[src/rtl/psum_serializer.sv]
// Partial-sum serializer: collects pr rows of col psums, then streams them
// column-major (pr beats per column) to the downstream norm array.
module psum_serializer #(
  parameter int pr      = 8,
  parameter int col     = 8,
  parameter int bw      = 4,
  parameter int psum_bw = 2*bw+4
) (
  input  logic                     clk,
  input  logic                     reset,
  input  logic                     flush,
  input  logic                     in_valid,
  output logic                     in_ready,
  input  logic [col*psum_bw-1:0]   in_data,
  input  logic                     out_stall,
  output logic                     out_wr,
  output logic [psum_bw-1:0]       out_data,
  output logic                     done
);

  localparam int rw = (pr  > 1) ? $clog2(pr)  : 1;
  localparam int cw = (col > 1) ? $clog2(col) : 1;
  localparam logic [rw-1:0] row_last = rw'(pr - 1);
  localparam logic [cw-1:0] col_last = cw'(col - 1);

  typedef enum logic {
    FILL  = 1'b0,
    DRAIN = 1'b1
  } state_t;

  state_t             state;
  logic [rw-1:0]      row_cnt;
  logic [rw-1:0]      r_ptr;
  logic [cw-1:0]      c_ptr;
  logic [psum_bw-1:0] buffer [0:pr-1][0:col-1];

  logic capture;
  logic last_beat;

  // Decode handshake and end-of-tile conditions
  always_comb begin
    in_ready  = (state == FILL);
    capture   = (state == FILL) && in_valid && !flush;
    last_beat = (r_ptr == row_last) && (c_ptr == col_last);
  end

  // Tile storage; contents are never read outside DRAIN, so no reset needed
  always_ff @(posedge clk) begin
    if (capture) begin
      for (int c = 0; c < col; c++) begin
        buffer[row_cnt][c] <= in_data[c*psum_bw +: psum_bw];
      end
    end
  end

  // Fill/drain control with registered beat outputs
  always_ff @(posedge clk or posedge reset) begin
    if (reset) begin
      state    <= FILL;
      row_cnt  <= {rw{1'b0}};
      r_ptr    <= {rw{1'b0}};
      c_ptr    <= {cw{1'b0}};
      out_wr   <= 1'b0;
      done     <= 1'b0;
      out_data <= {psum_bw{1'b0}};
    end else if (flush) begin
      state   <= FILL;
      row_cnt <= {rw{1'b0}};
      r_ptr   <= {rw{1'b0}};
      c_ptr   <= {cw{1'b0}};
      out_wr  <= 1'b0;
      done    <= 1'b0;
    end else begin
      case (state)
        FILL: begin
          out_wr <= 1'b0;
          done   <= 1'b0;
          if (in_valid) begin
            if (row_cnt == row_last) begin
              row_cnt <= {rw{1'b0}};
              r_ptr   <= {rw{1'b0}};
              c_ptr   <= {cw{1'b0}};
              state   <= DRAIN;
            end else begin
              row_cnt <= row_cnt + rw'(1);
            end
          end else begin
            row_cnt <= row_cnt;
          end
        end
        DRAIN: begin
          if (!out_stall) begin
            out_wr   <= 1'b1;
            out_data <= buffer[r_ptr][c_ptr];
            done     <= last_beat;
            if (last_beat) begin
              r_ptr <= {rw{1'b0}};
              c_ptr <= {cw{1'b0}};
              state <= FILL;
            end else if (r_ptr == row_last) begin
              r_ptr <= {rw{1'b0}};
              c_ptr <= c_ptr + cw'(1);
            end else begin
              r_ptr <= r_ptr + rw'(1);
            end
          end else begin
            // Hold pointers and data so the stalled beat is re-issued intact
            out_wr <= 1'b0;
            done   <= 1'b0;
          end
        end
        default: begin
          state   <= FILL;
          row_cnt <= {rw{1'b0}};
          r_ptr   <= {rw{1'b0}};
          c_ptr   <= {cw{1'b0}};
          out_wr  <= 1'b0;
          done    <= 1'b0;
        end
      endcase
    end
  end

endmodule

[config.mk]
export PLATFORM = sky130hd
export DESIGN_NAME = psum_serializer
export DESIGN_NICKNAME = d
export VERILOG_FILES = /design/src/rtl/psum_serializer.sv
export SDC_FILE = /design/constraint.sdc
export NUM_CORES = 1
export LEC_CHECK = 0
export ABC_CLOCK_PERIOD_IN_PS = 19500
export CAP_MARGIN = 30
export CORE_MARGIN = 2
export CORE_UTILIZATION = 65
export DETAILED_ROUTE_END_ITERATION = 10
export DONT_BUFFER_PORTS = 1
export PLACE_DENSITY = 0.81
export SETUP_SLACK_MARGIN = 0.15
export SLEW_MARGIN = 20
export SYNTH_ARGS = -nofsm -noshare
export SYNTH_HDL_FRONTEND = slang
export SYNTH_SLANG_ARGS = --single-unit
export TNS_END_PERCENT = 5
[constraint.sdc]
create_clock -name clk -period 19.5 [get_ports clk]
set_input_delay 3.9 -clock clk [delete_from_list [all_inputs] [get_ports clk]]
set_output_delay 3.9 -clock clk [all_outputs]
set_load 0.01 [all_outputs]
==> flow_metrics.py, run 1 <==
metrics = {
    "cells_and_area": {
        "area_growth_pct": 10.4,
        "fin_nets": 1623,
        "fin_util_pct": 72.7,
        "drive_above_1_share_pct": 15.4,
        "diodes": 0,
        "final_cells": 2176,
        "stdcell_area_mm2": 0.0338,
    },
    "route": {
        "drc_errors": 0,
        "drt-total-wl_mm": 64.0,
        "vias": 14700,
        "first_pass_iters": 5,
        "wl_per_cell_um": 29.4,
        "drt-initial-drc-count": 1595,
        "final_antenna_net_count": 0,
        "via_per_inst": 6.73,
    },
    "synth": {
        "synth_xor_area_share_pct": 0,
        "avgSynthCellArea_um2": 20.6,
        "yosysWarningCount": 0,
        "syn_nets": 1594,
        "synth_common_cells": "edfxtp_1, mux2i_1, a22oi_1",
        "ys_ff_latch": 792,
        "yosysTopAreaCell": "edfxtp_1",
        "synth-edff-count": 768,
        "synth_adder_area_share_pct": 0.286,
        "yosysTopAreaCellShare_pct": 75.4,
        "yosysSeqAreaShare_pct": 77.4,
        "async_flop_share_pct": 3.03,
        "yosysMostFrequentCell": "edfxtp_1",
        "synth_compound_gate_area_share_pct": 3.76,
        "netlist_area_mm2": 0.0306,
        "ys.flop_type": "edfxtp_1",
        "synth_top_family_by_area": "multiplexers",
        "ys_top_cells_by_area": "edfxtp_1, mux2i_1, mux4_2",
        "synthSimpleGateAreaFrac_pct": 1.56,
        "ys_types": 31,
        "yosys-mux-area-fraction_pct": 15.5,
        "synthCells": 1486,
    },
    "placement": {
        "dp_cells": 2039,
        "place_ws_ps": 12700,
        "dp_hpwl_mm": 34.2,
        "dpl_cell_area_mm2": 0.0312,
        "port_buffers": 0,
        "place_congestion": 0.782,
    },
    "worst_setup_path": {
        "critPathLaunchType": "input pin",
        "cp.required_ps": 19730,
        "cp.arrival_ps": 6200,
        "path_max_fanout": 52,
        "cp-end-kind": "register",
        "path_class": "input pin to register",
    },
    "clocking": {
        "cts.clk_slew.worst_paths_ps": 60,
        "clk_path_buf_depth": 3,
        "post_cts_buffers": 0,
        "cts_tree": "done",
        "clock-sinks": 792,
        "numCtsBuffers": 76,
        "cts-root-buf": "clkbuf_16",
        "hold_buffers": 0,
        "cts_resized": 0,
        "ctsHtreeMaxLevel": 3,
        "clock_latency_ps": 620,
    },
    "sta": {
        "slew_headroom_pct": 38.6,
        "fin_crit_ps": 5960,
        "fin_crit_sh_pct": 30.6,
        "setup_viol": 0,
        "hold_violations": 0,
        "clock.fmax_mhz": 168,
        "fin_skew_ps": 19.3,
        "tightest_slew_ps": 921,
        "whs_ps": 543,
        "slew_viol_final": 0,
        "worst_slack_ps": 13540,
        "finalSetupTns_ps": 0,
        "rsz0062_at_grt": "false",
    },
    "power_and_ir_drop": {
        "vdd_drop_max_mv": 0.107,
        "p_per_area_mw_per_mm2": 99.7,
        "p_total_mw": 3.36,
        "leakagePower_nw": 10.1,
    },
    "floorplanning": {
        "coreArea_mm2": 0.0465,
        "io_pins": 116,
        "die-area_mm2": 0.0488,
        "die_w_um": 221,
        "start_util_pct": 65.8,
        "die_h_um": 221,
        "num_rows": 79,
    },
    "status": {
        "outcome": "complete, no violations",
    },
    "global_route": {
        "grt_overflow": 0,
        "grt_pass1_wl_mm": 96.0,
        "grt.total_usage_pct": 26.6,
        "antenna_found_initial": 1,
        "first_global_vias": 15400,
        "grt_max_degree": 99,
    },
    "hold_path": {
        "holdCritPathClass": "register to register",
    },
    "run": {
        "max_cap_viol_count": 0,
    },
}
path summary, 6_finish.rpt:
check | startpoint | to | slack [ps] | cells past startpoint
min | state$_DFF_PP0_ | state$_DFF_PP0_ | 540 | 1
max reg2reg | r_ptr[2]$_DFFE_PP0P_ | out_data[6]$_DFFE_PP0P_ | 14870 | 9
min in group asynchronous | reset | row_cnt[2]$_DFFE_PP0P_ | 3160 | 1
max | in_valid | buffer[0][49]$_DFFE_PP_ | 13540 | 5
min reg2reg | state$_DFF_PP0_ | state$_DFF_PP0_ | 540 | 1
max in group asynchronous | reset | c_ptr[1]$_DFFE_PP0P_ | 15890 | 2
report_power, final:
group          switching (mW)  internal, mW  total, mW
logic                  0.0239        0.0139     0.0378
clock network           0.598         0.835       1.43
registers             0.00526          1.89       1.89
state kept, by name, indices dropped and copies added, names as in the netlist:
name / cells
out_wr: 1
out_data: 12
buffer: 768
done: 1
c_ptr: 3
state: 1
r_ptr: 3
row_cnt: 3
cells by family (layout without fill, tap and decap cells):
| family | Yosys count | in the layout |
|---|---|---|
| DFF | 792 | 792 |
| muxes | 326 | 326 |
| AOI/OAI and AO/OA | 168 | 168 |
| and+or+nand+nor | 103 | 103 |
| buffers and inverters | 90 | 173 |
| adders and majority gates | 7 | 7 |
layout by cell type (no fill, tap or decap), types with 12 or more instances in the layout:
| cell type | netlist | routed |
|---|---|---|
| nand2_1 | 25 | 25 |
| dfrtp_1 | 24 | 21 |
| mux2i_1 | 206 | 206 |
| clkbuf_1 | 28 | 19 |
| edfxtp_1 | 768 | 768 |
| o22ai_1 | 13 | 13 |
| mux2_2 | 12 | 12 |
| o21ai_1 | 12 | 12 |
| mux4_1 | 28 | 28 |
| buf_4 | 12 | 28 |
| clkbuf_16 | 0 | 79 |
| a22oi_1 | 96 | 96 |
| a41oi_1 | 12 | 12 |
| clkinv_1 | 0 | 15 |
| a21oi_1 | 28 | 28 |
| mux4_2 | 80 | 80 |
| nand3_1 | 48 | 48 |
critical path: stages:
cell     delay [ps]
nand2_1         130
or3_1           520
nor3_2          180
buf_4           550
buf_4           780
routing by layer:
metal	GRT usage, %	vias to the layer above	routed length [um]
li1	-	6212	-
met1	34.7	7599	23600
met2	44.1	688	32800
met3	5.82	156	5170
met4	11.0	0	2420
met5	0	-	0
layout make-up:
cell class / instances / area, um2
inverters: 6 / 22.5
repair buffers: 35 / 373
well taps: 607 / 759
clock inverters: 33 / 333
multi-input cells: 604 / 6530
fillers: 2565 / 12700
clock buffers: 99 / 2060
flip-flops and latches: 792 / 23700
Note: power is estimated with default switching activity, not from simulation.
==> run 2: changes to the inputs <==
--- a/config.mk
+++ b/config.mk
@@ -5,13 +5,13 @@
 export SDC_FILE = /design/constraint.sdc
 export NUM_CORES = 1
 export LEC_CHECK = 0
-export ABC_CLOCK_PERIOD_IN_PS = 19500
+export ABC_CLOCK_PERIOD_IN_PS = 6100
 export CAP_MARGIN = 30
 export CORE_MARGIN = 2
-export CORE_UTILIZATION = 65
+export CORE_UTILIZATION = 63
 export DETAILED_ROUTE_END_ITERATION = 10
 export DONT_BUFFER_PORTS = 1
-export PLACE_DENSITY = 0.81
+export PLACE_DENSITY = 0.79
 export SETUP_SLACK_MARGIN = 0.15
 export SLEW_MARGIN = 20
 export SYNTH_ARGS = -nofsm -noshare
==> constraint.sdc (replaced) <==
create_clock -name clk -period 6.1 [get_ports clk]
set_input_delay 1.22 -clock clk [delete_from_list [all_inputs] [get_ports clk]]
set_output_delay 1.22 -clock clk [all_outputs]
set_load 0.01 [all_outputs]
==> run 2 against run 1 <==
Compared with the run above: combinational power increased to 3.2 times the previous value; first-iteration DRC count fell by 2.4%; worst hold slack worse by 140 ps; sequential power increased to 3.2 times the previous value; via count shrank 0.97%; cell area grew 0.14%; clock-buffer cell count shrank 4; largest cell class unchanged; largest power group unchanged.
==> flow_metrics.py, run 2 (synthesized netlist as in run 1, its figures left out) <==
metrics = {
    "run": {
        "max_cap_viol_count": 0,
    },
    "placement": {
        "place_congestion": 0.759,
        "place_ws_ps": 2450,
        "dp_hpwl_mm": 35.2,
        "dpl_cell_area_mm2": 0.0313,
        "port_buffers": 0,
    },
    "power_and_ir_drop": {
        "pwr-share-seq_pct": 56.1,
        "power_frac_comb_pct": 1.1,
        "p_per_area_mw_per_mm2": 319,
        "switching_share_pct": 18.7,
        "vdd_drop_max_mv": 0.261,
        "p_total_mw": 10.8,
        "leakagePower_nw": 10.2,
        "clkPwrFrac_pct": 42.7,
        "switchingPower_mw": 2.01,
        "p_int_mw": 8.77,
    },
    "sta": {
        "finalSetupTns_ps": 0,
        "fin_crit_sh_pct": 55.5,
        "fin_skew_ps": 21.6,
        "setup_viol": 0,
        "fin_crit_ps": 3390,
        "slew_viol_final": 0,
        "worst_slack_ps": 2710,
        "hold_violations": 0,
        "slew_headroom_pct": 35.8,
        "rsz0062_at_grt": "false",
        "clock.fmax_mhz": 295,
        "tightest_slew_ps": 963,
    },
    "clocking": {
        "clk_path_buf_depth": 3,
        "cts_tree": "done",
        "cts_resized": 0,
        "clock_latency_ps": 610,
        "ctsHtreeMaxLevel": 3,
        "numCtsBuffers": 76,
        "clock-sinks": 792,
        "cts-root-buf": "clkbuf_16",
        "cts.clk_slew.worst_paths_ps": 60,
        "hold_buffers": 0,
        "post_cts_buffers": 0,
    },
    "cells_and_area": {
        "largest_reg_flops": 768,
        "area_growth_pct": 10.5,
        "regMostFlops": "buffer",
        "fin_nets": 1618,
        "stdcell_area_mm2": 0.0338,
        "drive_above_1_share_pct": 16.2,
        "final_cell_mix": "edfxtp_1, mux2i_1, a22oi_1",
        "fin_util_pct": 70.6,
        "final_common_cell": "edfxtp_1",
        "top_regs": "buffer x768, out_data x12",
        "fillerInstances": 2721,
        "diodes": 0,
    },
    "worst_setup_path": {
        "path_max_fanout": 55,
        "cp.buffers_inverters": 1,
        "crit_family": "multiplexers",
        "cp.required_ps": 6560,
        "critPathLaunchType": "register",
        "cpPeakStageDelay_ps": 1020,
        "crit_chain": "buf_4, mux4_1, mux4_2, o22ai_1, a21oi_1, a21oi_1, o21ai_1",
        "worst_path_max_delay_cell": "dfrtp_4",
        "path_class": "register to register",
        "cp.arrival_ps": 3850,
        "cp_common_cell": "a21oi_1",
        "cp-end-kind": "register",
    },
    "route": {
        "final_antenna_net_count": 0,
        "drt-total-wl_mm": 63.7,
        "wl_per_cell_um": 29.2,
        "drc_errors": 0,
        "via_per_inst": 6.65,
        "drt-initial-drc-count": 1556,
        "vias": 14500,
        "first_pass_iters": 5,
    },
    "floorplanning": {
        "start_util_pct": 63.9,
        "die-area_mm2": 0.0503,
        "num_rows": 80,
        "io_pins": 116,
        "coreArea_mm2": 0.0478,
        "die_w_um": 224,
        "die_h_um": 224,
    },
    "global_route": {
        "grt.total_usage_pct": 25.9,
        "first_global_vias": 15000,
        "grt_pass1_wl_mm": 94.6,
        "grt_max_degree": 102,
        "grt_overflow": 0,
        "antenna_found_initial": 0,
    },
    "hold_path": {
        "holdCritPathClass": "input pin to asynchronous set/reset pin",
    },
    "status": {
        "outcome": "complete, no violations",
    },
}
-- run 2: changes by cell type in the layout (fill, tap and decap cells not counted), moves of 2 or more --
cell / previous run / this run
buf_4: 28 / 22
nor3_2: 2 / 0
clkbuf_1: 19 / 10
buf_16: 3 / 1
clkbuf_8: 1 / 6
buf_12: 4 / 7
clkinv_2: 7 / 17
nor3_4: 0 / 2
-- run 2: power by group through the flow --
stage / clock network, mW / logic (mW) / registers, mW
floorplan: 0 / 0.0793 / 6.17
global placement: 0 / 0.114 / 6.16
finish: 4.61 / 0.120 / 6.05
detailed placement: 0 / 0.118 / 6.17
global route: 4.87 / 0.130 / 6.05
CTS: 4.67 / 0.121 / 6.05
-- run 2: worst paths after layout --
check                                startpoint                 endpoint  slack (ps)  cells past startpoint
max reg2reg                r_ptr[2]$_DFFE_PP0P_  out_data[0]$_DFFE_PP0P_        2710                      7
max                        r_ptr[2]$_DFFE_PP0P_  out_data[0]$_DFFE_PP0P_        2710                      7
max in group asynchronous                 reset     r_ptr[2]$_DFFE_PP0P_        5100                      2
min reg2reg                     state$_DFF_PP0_          state$_DFF_PP0_         520                      1
min in group clk                state$_DFF_PP0_          state$_DFF_PP0_         520                      1
min                                       reset           done$_DFF_PP0_         410                      1
-- run 2: layout make-up --
class                   instances  area, um2  share of cell area (%)
clock buffers                  95       2100                    6.20
repair buffers                 30        333                   0.985
well taps                     615        769                    2.28
inverters                       6       22.5                  0.0666
clock inverters                42        358                    1.06
multi-input cells             604       6550                    19.4
flip-flops and latches        792      23700                    70.0
-- run 2: stage by stage --
step                      hold WS, ps  std cells
after floorplan                   497       1486
after global routing              400       2184
final                             408       2184
after CTS                         381       2182
after detailed placement          510       2045
after global placement            505       2045
-- run 2: routing by layer --
layer / part of all wire, % / vias to the layer above / track usage, %
met5: 0 / - / 0
met3: 7.8 / 122 / 6.75
met4: 2.8 / 0 / 8.42
met2: 53 / 634 / 44.7
li1: - / 6226 / -
met1: 37 / 7531 / 32.5
